## config.mk

```make
export PLATFORM = sky130hd
export DESIGN_NAME = cv32e41s_dbg_trace_buf
export DESIGN_NICKNAME = d
export VERILOG_FILES = /design/src/rtl/cv32e41s_dbg_trace_buf.sv
export SDC_FILE = /design/constraint.sdc
export NUM_CORES = 1
export LEC_CHECK = 0
export CAP_MARGIN = 20
export CORE_ASPECT_RATIO = 2
export CORE_MARGIN = 5
export CORE_UTILIZATION = 58
export CTS_CLUSTER_DIAMETER = 60
export DETAILED_ROUTE_END_ITERATION = 7
export PLACE_DENSITY = 0.88
export SLEW_MARGIN = 20
export SYNTH_ARGS = -nofsm -noshare
export SYNTH_HDL_FRONTEND = slang
export SYNTH_SLANG_ARGS = --single-unit
```

## constraint.sdc

```tcl
create_clock -name clk -period 8.76 [get_ports clk]
set_clock_uncertainty 0.05 [all_clocks]
set_input_delay 1.314 -clock clk [delete_from_list [all_inputs] [get_ports clk]]
set_output_delay 1.314 -clock clk [all_outputs]
set_load 0.01 [all_outputs]
```

## src/rtl/cv32e41s_dbg_trace_buf.sv

```systemverilog
// Debug trace buffer: circular capture of retired-instruction records with
// trigger-then-freeze and a registered indexed readout port.
module cv32e41s_dbg_trace_buf #(
  parameter int REGFILE_NUM_READ_PORTS = 2,
  parameter int DEPTH                  = 8,
  parameter int POST_TRIGGER           = 2,
  parameter int IDXW                   = $clog2(DEPTH)
) (
  input  logic                                  clk,
  input  logic                                  rst_n,
  input  logic                                  valid_i,
  input  logic [31:0]                           instr_i,
  input  logic                                  is_compressed_i,
  input  logic [REGFILE_NUM_READ_PORTS-1:0]     rf_re_i,
  input  logic [5*REGFILE_NUM_READ_PORTS-1:0]   rf_raddr_i,
  input  logic                                  rf_we_i,
  input  logic [4:0]                            rf_waddr_i,
  input  logic                                  illegal_insn_i,
  input  logic                                  trigger_i,
  input  logic                                  clear_i,
  input  logic                                  rd_req_i,
  input  logic [IDXW-1:0]                       rd_idx_i,
  output logic                                  rd_valid_o,
  output logic                                  rd_hit_o,
  output logic [31:0]                           rd_instr_o,
  output logic [6:0]                            rd_opcode_o,
  output logic                                  rd_compressed_o,
  output logic [REGFILE_NUM_READ_PORTS-1:0]     rd_rf_re_o,
  output logic [5*REGFILE_NUM_READ_PORTS-1:0]   rd_rf_raddr_o,
  output logic                                  rd_rf_we_o,
  output logic [4:0]                            rd_rf_waddr_o,
  output logic                                  rd_illegal_o,
  output logic [IDXW:0]                         count_o,
  output logic                                  wrapped_o,
  output logic                                  frozen_o,
  output logic [15:0]                           illegal_cnt_o
);

  localparam int NRP = REGFILE_NUM_READ_PORTS;
  localparam logic [IDXW:0]   L_FULL = (IDXW+1)'(DEPTH);
  localparam logic [IDXW-1:0] L_ONE  = IDXW'(1);

  typedef enum logic [1:0] {
    S_CAPTURE = 2'd0,
    S_POST    = 2'd1,
    S_FROZEN  = 2'd2
  } state_t;

  typedef struct packed {
    logic [31:0]      instr;
    logic             comp;
    logic [NRP-1:0]   re;
    logic [5*NRP-1:0] raddr;
    logic             we;
    logic [4:0]       waddr;
    logic             ill;
  } entry_t;

  entry_t          r_mem [DEPTH];
  state_t          r_state;
  logic [IDXW-1:0] r_wptr;
  logic [IDXW:0]   r_count;
  logic [IDXW-1:0] r_post;
  logic            r_wrapped;
  logic            r_frozen;
  logic [15:0]     r_ill_cnt;
  logic            r_rd_valid;
  logic            r_rd_hit;
  entry_t          r_rd_entry;

  logic            w_wr;
  logic [IDXW-1:0] w_slot;
  logic            w_hit;
  entry_t          w_new;

  // clear_i drops the record of its cycle; nothing lands while frozen
  assign w_wr   = rst_n && valid_i && !clear_i && (r_state != S_FROZEN);
  assign w_slot = r_wptr - r_count[IDXW-1:0] + rd_idx_i;
  assign w_hit  = ({1'b0, rd_idx_i} < r_count);
  assign w_new  = '{instr: instr_i, comp: is_compressed_i, re: rf_re_i,
                    raddr: rf_raddr_i, we: rf_we_i, waddr: rf_waddr_i,
                    ill: illegal_insn_i};

  // Entry storage, deliberately without reset
  always_ff @(posedge clk) begin
    if (w_wr) begin
      r_mem[r_wptr] <= w_new;
    end
  end

  // Capture FSM with pointers, occupancy and sticky status
  always_ff @(posedge clk) begin
    if (!rst_n || clear_i) begin
      r_state   <= S_CAPTURE;
      r_frozen  <= 1'b0;
      r_wptr    <= '0;
      r_count   <= '0;
      r_post    <= '0;
      r_wrapped <= 1'b0;
      r_ill_cnt <= 16'd0;
    end else begin
      if (w_wr) begin
        r_wptr <= r_wptr + L_ONE;
        if (r_count != L_FULL) begin
          r_count <= r_count + (IDXW+1)'(1);
        end else begin
          r_wrapped <= 1'b1;
        end
        if (illegal_insn_i && (r_ill_cnt != 16'hFFFF)) begin
          r_ill_cnt <= r_ill_cnt + 16'd1;
        end
      end
      case (r_state)
        S_CAPTURE: begin
          if (trigger_i) begin
            if (POST_TRIGGER > 0) begin
              r_state <= S_POST;
              r_post  <= IDXW'(POST_TRIGGER);
            end else begin
              r_state  <= S_FROZEN;
              r_frozen <= 1'b1;
            end
          end
        end
        S_POST: begin
          if (w_wr) begin
            r_post <= r_post - L_ONE;
            if (r_post == L_ONE) begin
              r_state  <= S_FROZEN;
              r_frozen <= 1'b1;
            end
          end
        end
        S_FROZEN: begin
          r_frozen <= 1'b1;
        end
        default: begin
          r_state  <= S_CAPTURE;
          r_frozen <= 1'b0;
        end
      endcase
    end
  end

  // Registered readout; storage is sampled before this edge's write
  always_ff @(posedge clk) begin
    if (!rst_n) begin
      r_rd_valid <= 1'b0;
      r_rd_hit   <= 1'b0;
      r_rd_entry <= '0;
    end else if (rd_req_i) begin
      r_rd_valid <= 1'b1;
      r_rd_hit   <= w_hit;
      r_rd_entry <= w_hit ? r_mem[w_slot] : '0;
    end else begin
      r_rd_valid <= 1'b0;
      r_rd_hit   <= 1'b0;
      r_rd_entry <= '0;
    end
  end

  assign rd_valid_o      = r_rd_valid;
  assign rd_hit_o        = r_rd_hit;
  assign rd_instr_o      = r_rd_entry.instr;
  assign rd_opcode_o     = r_rd_entry.instr[6:0];
  assign rd_compressed_o = r_rd_entry.comp;
  assign rd_rf_re_o      = r_rd_entry.re;
  assign rd_rf_raddr_o   = r_rd_entry.raddr;
  assign rd_rf_we_o      = r_rd_entry.we;
  assign rd_rf_waddr_o   = r_rd_entry.waddr;
  assign rd_illegal_o    = r_rd_entry.ill;
  assign count_o         = r_count;
  assign wrapped_o       = r_wrapped;
  assign frozen_o        = r_frozen;
  assign illegal_cnt_o   = r_ill_cnt;

endmodule

```

# ---- Word level (Yosys, flattened, before mapping)
# Memories as Yosys holds them, arrays and structs flattened. A register that Yosys moved wholly into a read port is not among the register bits.
# Cells that the tools add are included.
dict set report totals {
  reg_bits 32
  n_memories 1
  out_inout_bits 83
  ramBits 416
}
# name words width read_ports rd_ports_with_merged_regs wr line_no
set mem_list {}
lappend mem_list {r_mem 8 52 1 1 1 59} ;# entry_t r_mem [DEPTH];
dict set report op_classes {
  n_bitwise 3
  reduce_logical 18
  n_lt_le_gt_ge 1
  n_mux 13
  add_sub_neg 6
  n_eq_ne 9
}
# op n
set op_table {}
lappend op_table {{16-bit by 1-bit adder with 16-bit output, second input constant} 1}
lappend op_table {{16-bit inequality test, second input constant} 1}
lappend op_table {{3-bit AND reduction} 3}
lappend op_table {{2-bit inequality test, second input constant} 4}
lappend op_table {{2-bit AND reduction} 4}
lappend op_table {{2-bit two-way mux} 3}
lappend op_table {{3-bit two-way mux} 2}
lappend op_table {{2-bit one-hot mux with 3 select lines} 1}
lappend op_table {{3-bit one-hot mux with 2 select lines} 1}
lappend op_table {{1-bit two-way mux} 5}
lappend op_table {{4-bit by 1-bit adder with 4-bit output, second input constant} 1}
lappend op_table {{1-bit logical AND} 4}
lappend op_table {{3-bit by 4-bit less-than comparator with 1-bit output} 1}
lappend op_table {{4-bit inequality test, second input constant} 1}
lappend op_table {{4-bit AND reduction} 1}
lappend op_table {{3-bit by 1-bit adder with 3-bit output, second input constant} 1}
lappend op_table {{3-bit adder} 1}
lappend op_table {{3-bit by 1-bit == test with 1-bit output, second input constant} 1}
lappend op_table {{1-bit logical NOT} 3}
lappend op_table {{1-bit NOT} 3}
lappend op_table {{1-bit one-hot mux with 3 select lines} 1}
lappend op_table {{3-bit by 1-bit subtractor with 3-bit output, second input constant} 1}
lappend op_table {{3-bit subtractor} 1}
lappend op_table {{2-bit by 1-bit == test with 1-bit output, second input constant} 1}
lappend op_table {{other kinds (4)} 4}

# ---- Longest topological paths before layout
dict set report logic_depth {
  depth_word 5
  ltp_mapped 12
}

# ---- Least setup slack after synthesis
# OpenSTA, ideal clock, no wires.
dict set report synth_timing {
  kind {input port to flip-flop}
  start {in clear_i}
  end {mem r_mem[0][0] (netlist bit), enable pin}
  setup_slack_ns 1.539
  n_path_buf 1
  t_arrival_ns 6.580
  path_stages 3
  cell_sequence {nand4bb_1 buf_2 nor4_1}
}
dict set report synth_via {
  elab_chain_cells 5
}
# element line_no
set synth_rtl {}
lappend synth_rtl {{start: declaration} 20} ;# input logic clear_i,
lappend synth_rtl {{1-bit logical NOT} 77} ;# assign w_wr = rst_n && valid_i && !clear_i && (r_state != S_FROZEN);
lappend synth_rtl {{1-bit logical AND (2 in a row)} 77}
lappend synth_rtl {{1-bit two-way mux} 86} ;# if (w_wr) begin
lappend synth_rtl {{1-bit two-way mux (implied by the code)} 87} ;# r_mem[r_wptr] <= w_new;
lappend synth_rtl {{end: declaration} 59}
# No other way between the ends.

# ---- Worst setup path in the final report
dict set report layout_timing {
  start {in rd_idx_i[1]}
  end {reg r_rd_entry, in the netlist rd_instr_o[28]}
}
dict set report layout_via {
  elab_chain_cells 3
  word_cells_on_any_way 4
  cone_classes {1 x add/sub; 1 x order compare; 2 x reduce/logical}
}
# element line_no
set layout_rtl {}
lappend layout_rtl {{start: declaration} 22} ;# input logic [IDXW-1:0] rd_idx_i,
lappend layout_rtl {{3-bit by 4-bit less-than comparator with 1-bit output} 79} ;# assign w_hit = ({1'b0, rd_idx_i} < r_count);
lappend layout_rtl {{3-bit AND reduction (no line)} -}
lappend layout_rtl {{1-bit logical NOT (no line)} -}
lappend layout_rtl {{end signal: assignment} 154} ;# r_rd_entry <= w_hit ? r_mem[w_slot] : '0;
lappend layout_rtl {{end: declaration} 69} ;# entry_t r_rd_entry;
# Parallel ways exist; a longest one is shown, timed or not.
# A chain may end at the register's enable or synchronous reset.

==> metrics.md <==
| Metric | Value |
|---|---|
| Gr usage total | `a little under a quarter` |
| Synth unique cells | `48` |
| Die Span Y | `between 200 and 300 µm` |
| Crit path cell chain | `clkdlybuf4s50_1 > inv_1 > fa_1 > fa_4 > buf_4 > mux4_2 > mux2i_1 > a211oi_1` |
| Average vias per placed instance | `~6.3` |
| Vias in the first global route | `about 10000` |
| Worst Tran Pin Value | `1070 ps` |
| Max_slew headroom | `between 20 and 30%` |
| Comb power frac | `roughly 7.5%` |
| Reg2reg setup slack | `roughly 4600 ps` |
| Area Growth Syn to Fin | `17.3%` |
| Final Slew Violations | `0` |
| Antenna Violating Nets Remaining | `0` |
| Die width | `about 140 µm` |
| Slowest cell delay on critical path | `about 1400 ps` |
| WL per Instance | `between 20 and 30 µm` |
| Top delay family on crit path | `adder cells` |
| Largest cells by area after synthesis | `edfxtp_1 66%, mux4_2 12%, dfxtp_1 8.9%, mux2i_1 2.9%, a211oi_1 2.2%` |
| Cells after synthesis | `950` |
| CTS tree | `done` |
| Period utilization | `a little under three fifths` |
| Worst-path clk slew | `70 ps` |
| Number of synthesized flops with an enable pin | `about 420` |
| WL final | `roughly 42 mm` |
| Std-Cell Rows | `between 90 and 100` |
| Final Core Density | `69.1%` |
| Layout cells sized above 1 | `a little under a fifth` |
| DRT Pass-1 Iters | `5` |
| Number of warnings issued by yosys | `0` |
| Seq pwr share | `between 50% and 60%` |
| WP buf/inv | `3` |
| Fin cells | `about 1600` |
| Crit. path cell count | `8` |
| Ys async rst share | `0%` |
| Setup total negative slack | `0 ps` |
| Worst Setup EP | `rd_instr_o[28]` |
| Post-layout min period | `around 4900 ps` |
| RSZ-0062 raised after global routing | `no` |
| Pin count of the biggest net entering global routing | `59` |
| Postcts setup bufs | `0` |
| CTS buffer count | `roughly 40` |
| Post-CTS sizing | `0` |
| Total gr overflow | `0` |
| Root Driver | `clkbuf_16` |
| Data required, critical path | `9090 ps` |
| Main synth FF type | `edfxtp_1` |
| HPWL after DPL | `between 20 and 25 mm` |
| Avg Cell Area, Syn | `approximately 20 µm²` |
| DR DRC count | `0` |
| Status | `complete, no violations` |
| Drt initial violations | `962` |
| Die ar. | `between 0.03 and 0.04 mm²` |
| I/O pins | `144` |
| Register bit total from synthesis | `500` |
| Crit-path max FO | `58` |
| Clk buf depth | `3` |
| PortBufs | `about 140` |
| Initial Util | `roughly 60%` |
| Number of cells after detailed placement | `1477` |
| Final nets | `1170` |
| Type of origin of the critical path | `input port` |
| First-pass GRT wire length | `roughly 63 mm` |
| Seq/Total Area, Yosys | `approximately 75%` |
| CTS sink count | `500` |
| Net Count, Synth | `slightly above 1000` |
| Slowest CP cell | `fa_4` |
| PwrDens | `around 220 mW/mm²` |
| Critical R2R Capture | `rd_instr_o[28]` |
| Critical Path End Type | `register` |
| Most frequent cell after synthesis | `edfxtp_1` |
| Sw Share | `20.9%` |
| GP Congestion | `between 0.8 and 0.9` |
| Final Hold Viols | `0` |
| Final hold slack | `~430 ps` |
| Yosys top cell area share | `65.8%` |
| Reg2reg path depth | `7` |
| Clk pwr share | `roughly 40%` |
| Top cells by count, synth | `416 x edfxtp_1, 104 x mux4_2, 84 x dfxtp_1, 55 x a211oi_1, 55 x mux2i_1` |
| H-tree Lvls | `2` |
| Lkg Pwr | `roughly 7.1 nW` |
| Reg2reg start | `r_wptr[1]` |
| Crit Path Class | `input port to register` |
| Core box area | `about 0.032 mm²` |
| CTS hold repair buffers | `0` |
| Final Setup Violations | `0` |
| Via Count | `roughly 9800` |
| Hold crit path type | `register to register` |
| Peak Freq | `~0.20 GHz` |
| Psw | `1.02 mW` |
| Largest area contributor in the netlist | `edfxtp_1` |
| CP Data Arrival Time | `5260 ps` |
| Max VDD drop | `0.146 mV` |
| Skew-Pair Late Insertion Delay | `540 ps` |
| Internal Power | `3.87 mW` |
| Synthesized cell area | `0.0190 mm²` |
| Initial antenna violation count | `6` |
| Max Cap Viol | `0` |
| Critical path origin | `rd_idx_i[1]` |
## cells in the final DEF, fill, tap and decap left out, drive strengths merged, types with 2 or more instances in the layout
| cell | n |
|---|---|
| clkinv | 7 |
| a21o | 5 |
| nand2 | 20 |
| nand4 | 10 |
| edfxtp | 416 |
| clkinvlp | 4 |
| nor4 | 2 |
| fa | 2 |
| nand3 | 3 |
| or4 | 6 |
| diode | 6 |
| o31ai | 7 |
| nand2b | 6 |
| nor3 | 4 |
| a21oi | 22 |
| a211oi | 55 |
| and3 | 5 |
| clkbuf | 56 |
| inv | 21 |
| mux2i | 55 |
| o21ai | 10 |
| or3 | 3 |
| xor2 | 2 |
| and4 | 6 |
| bufinv | 5 |
| xnor2 | 4 |
| mux4 | 104 |
| dfxtp | 84 |
| clkdlybuf4s50 | 143 |
| ha | 14 |
| nor2 | 13 |
| buf | 17 |
## power by group through the flow
stage / sequential (mW) / combinational (mW) / clock (mW)
after CTS: 2.60 / 0.370 / 1.96
after global routing: 2.60 / 0.391 / 2.08
after detailed placement: 2.65 / 0.364 / 0
after floorplan: 2.65 / 0.244 / 0
final: 2.60 / 0.366 / 1.93
after global placement: 2.65 / 0.352 / 0
## state kept, by name (all words and copies together), names as in the netlist
name and count:
count_o 4, frozen_o 1, illegal_cnt_o 16, r_mem 416, r_post 3, r_state 2, r_wptr 3, rd_compressed_o 1
rd_hit_o 1, rd_illegal_o 1, rd_instr_o 32, rd_rf_raddr_o 10, rd_rf_re_o 2, rd_rf_waddr_o 5, rd_rf_we_o 1, rd_valid_o 1
wrapped_o 1
## per-layer routing
layer / vias up / track usage [%] / share of wire (%)
met5: - / 0 / 0
met4: 0 / 9.73 / 3.9
met3: 81 / 2.95 / 5.9
met2: 472 / 41.8 / 57
met1: 5117 / 28.5 / 34
li1: 4177 / - / -
## cell families (layout without fill, tap and decap cells)
kind of cell | count (synthesis) | in the layout | synth area share [%]
adders and majority gates | 16 | 16 | 1.13
and+or+nand+nor | 87 | 87 | 2.66
AOI/OAI and AO/OA | 105 | 105 | 3.76
xor gates and xnor gates | 6 | 6 | 0.415
muxes | 159 | 159 | 15.2
other | 0 | 6 | 0
buffers and inverters | 77 | 253 | 2.14
DFF | 500 | 500 | 74.7
## worst min-delay path, delay by kind of cell, from the launching register on
kind / cells / cell delay, ps
flops: 1 / 320
compound gates: 1 / 60
simple gates: 1 / 50
## area by class of cell
type / instances / area [µm²]
diodes: 6 / 15.0
clock buffers: 56 / 1170
clock inverters: 20 / 254
fillers: 1947 / 9970
inverters: 17 / 63.8
multi-input cells: 373 / 4480
flip-flops and latches: 500 / 14200
well taps: 427 / 534
repair buffers: 160 / 1560
## worst min-delay path by stage
stage	depth (start not counted)	from	slack (ps)	end
3_5_place_dp	2	r_post[2]	410	r_post[2]
4_1_cts	2	r_post[2]	420	r_post[2]
5_1_grt	2	frozen_o	460	frozen_o
6_report	2	r_post[2]	430	r_post[2]
3_3_place_gp	2	r_post[2]	400	r_post[2]
2_1_floorplan	2	r_post[2]	390	r_post[2]
## metrics by stage
step	setup slack, ps	cell area, µm²	power, mW
2_1_floorplan	1540	19000	2.90
3_3_place_gp	3360	20800	3.00
3_5_place_dp	3240	20800	3.01
4_1_cts	3780	22200	4.92
5_1_grt	3700	22300	5.07
6_report	3820	22300	4.89
No activity file was read; power rests on OpenSTA's default activity.
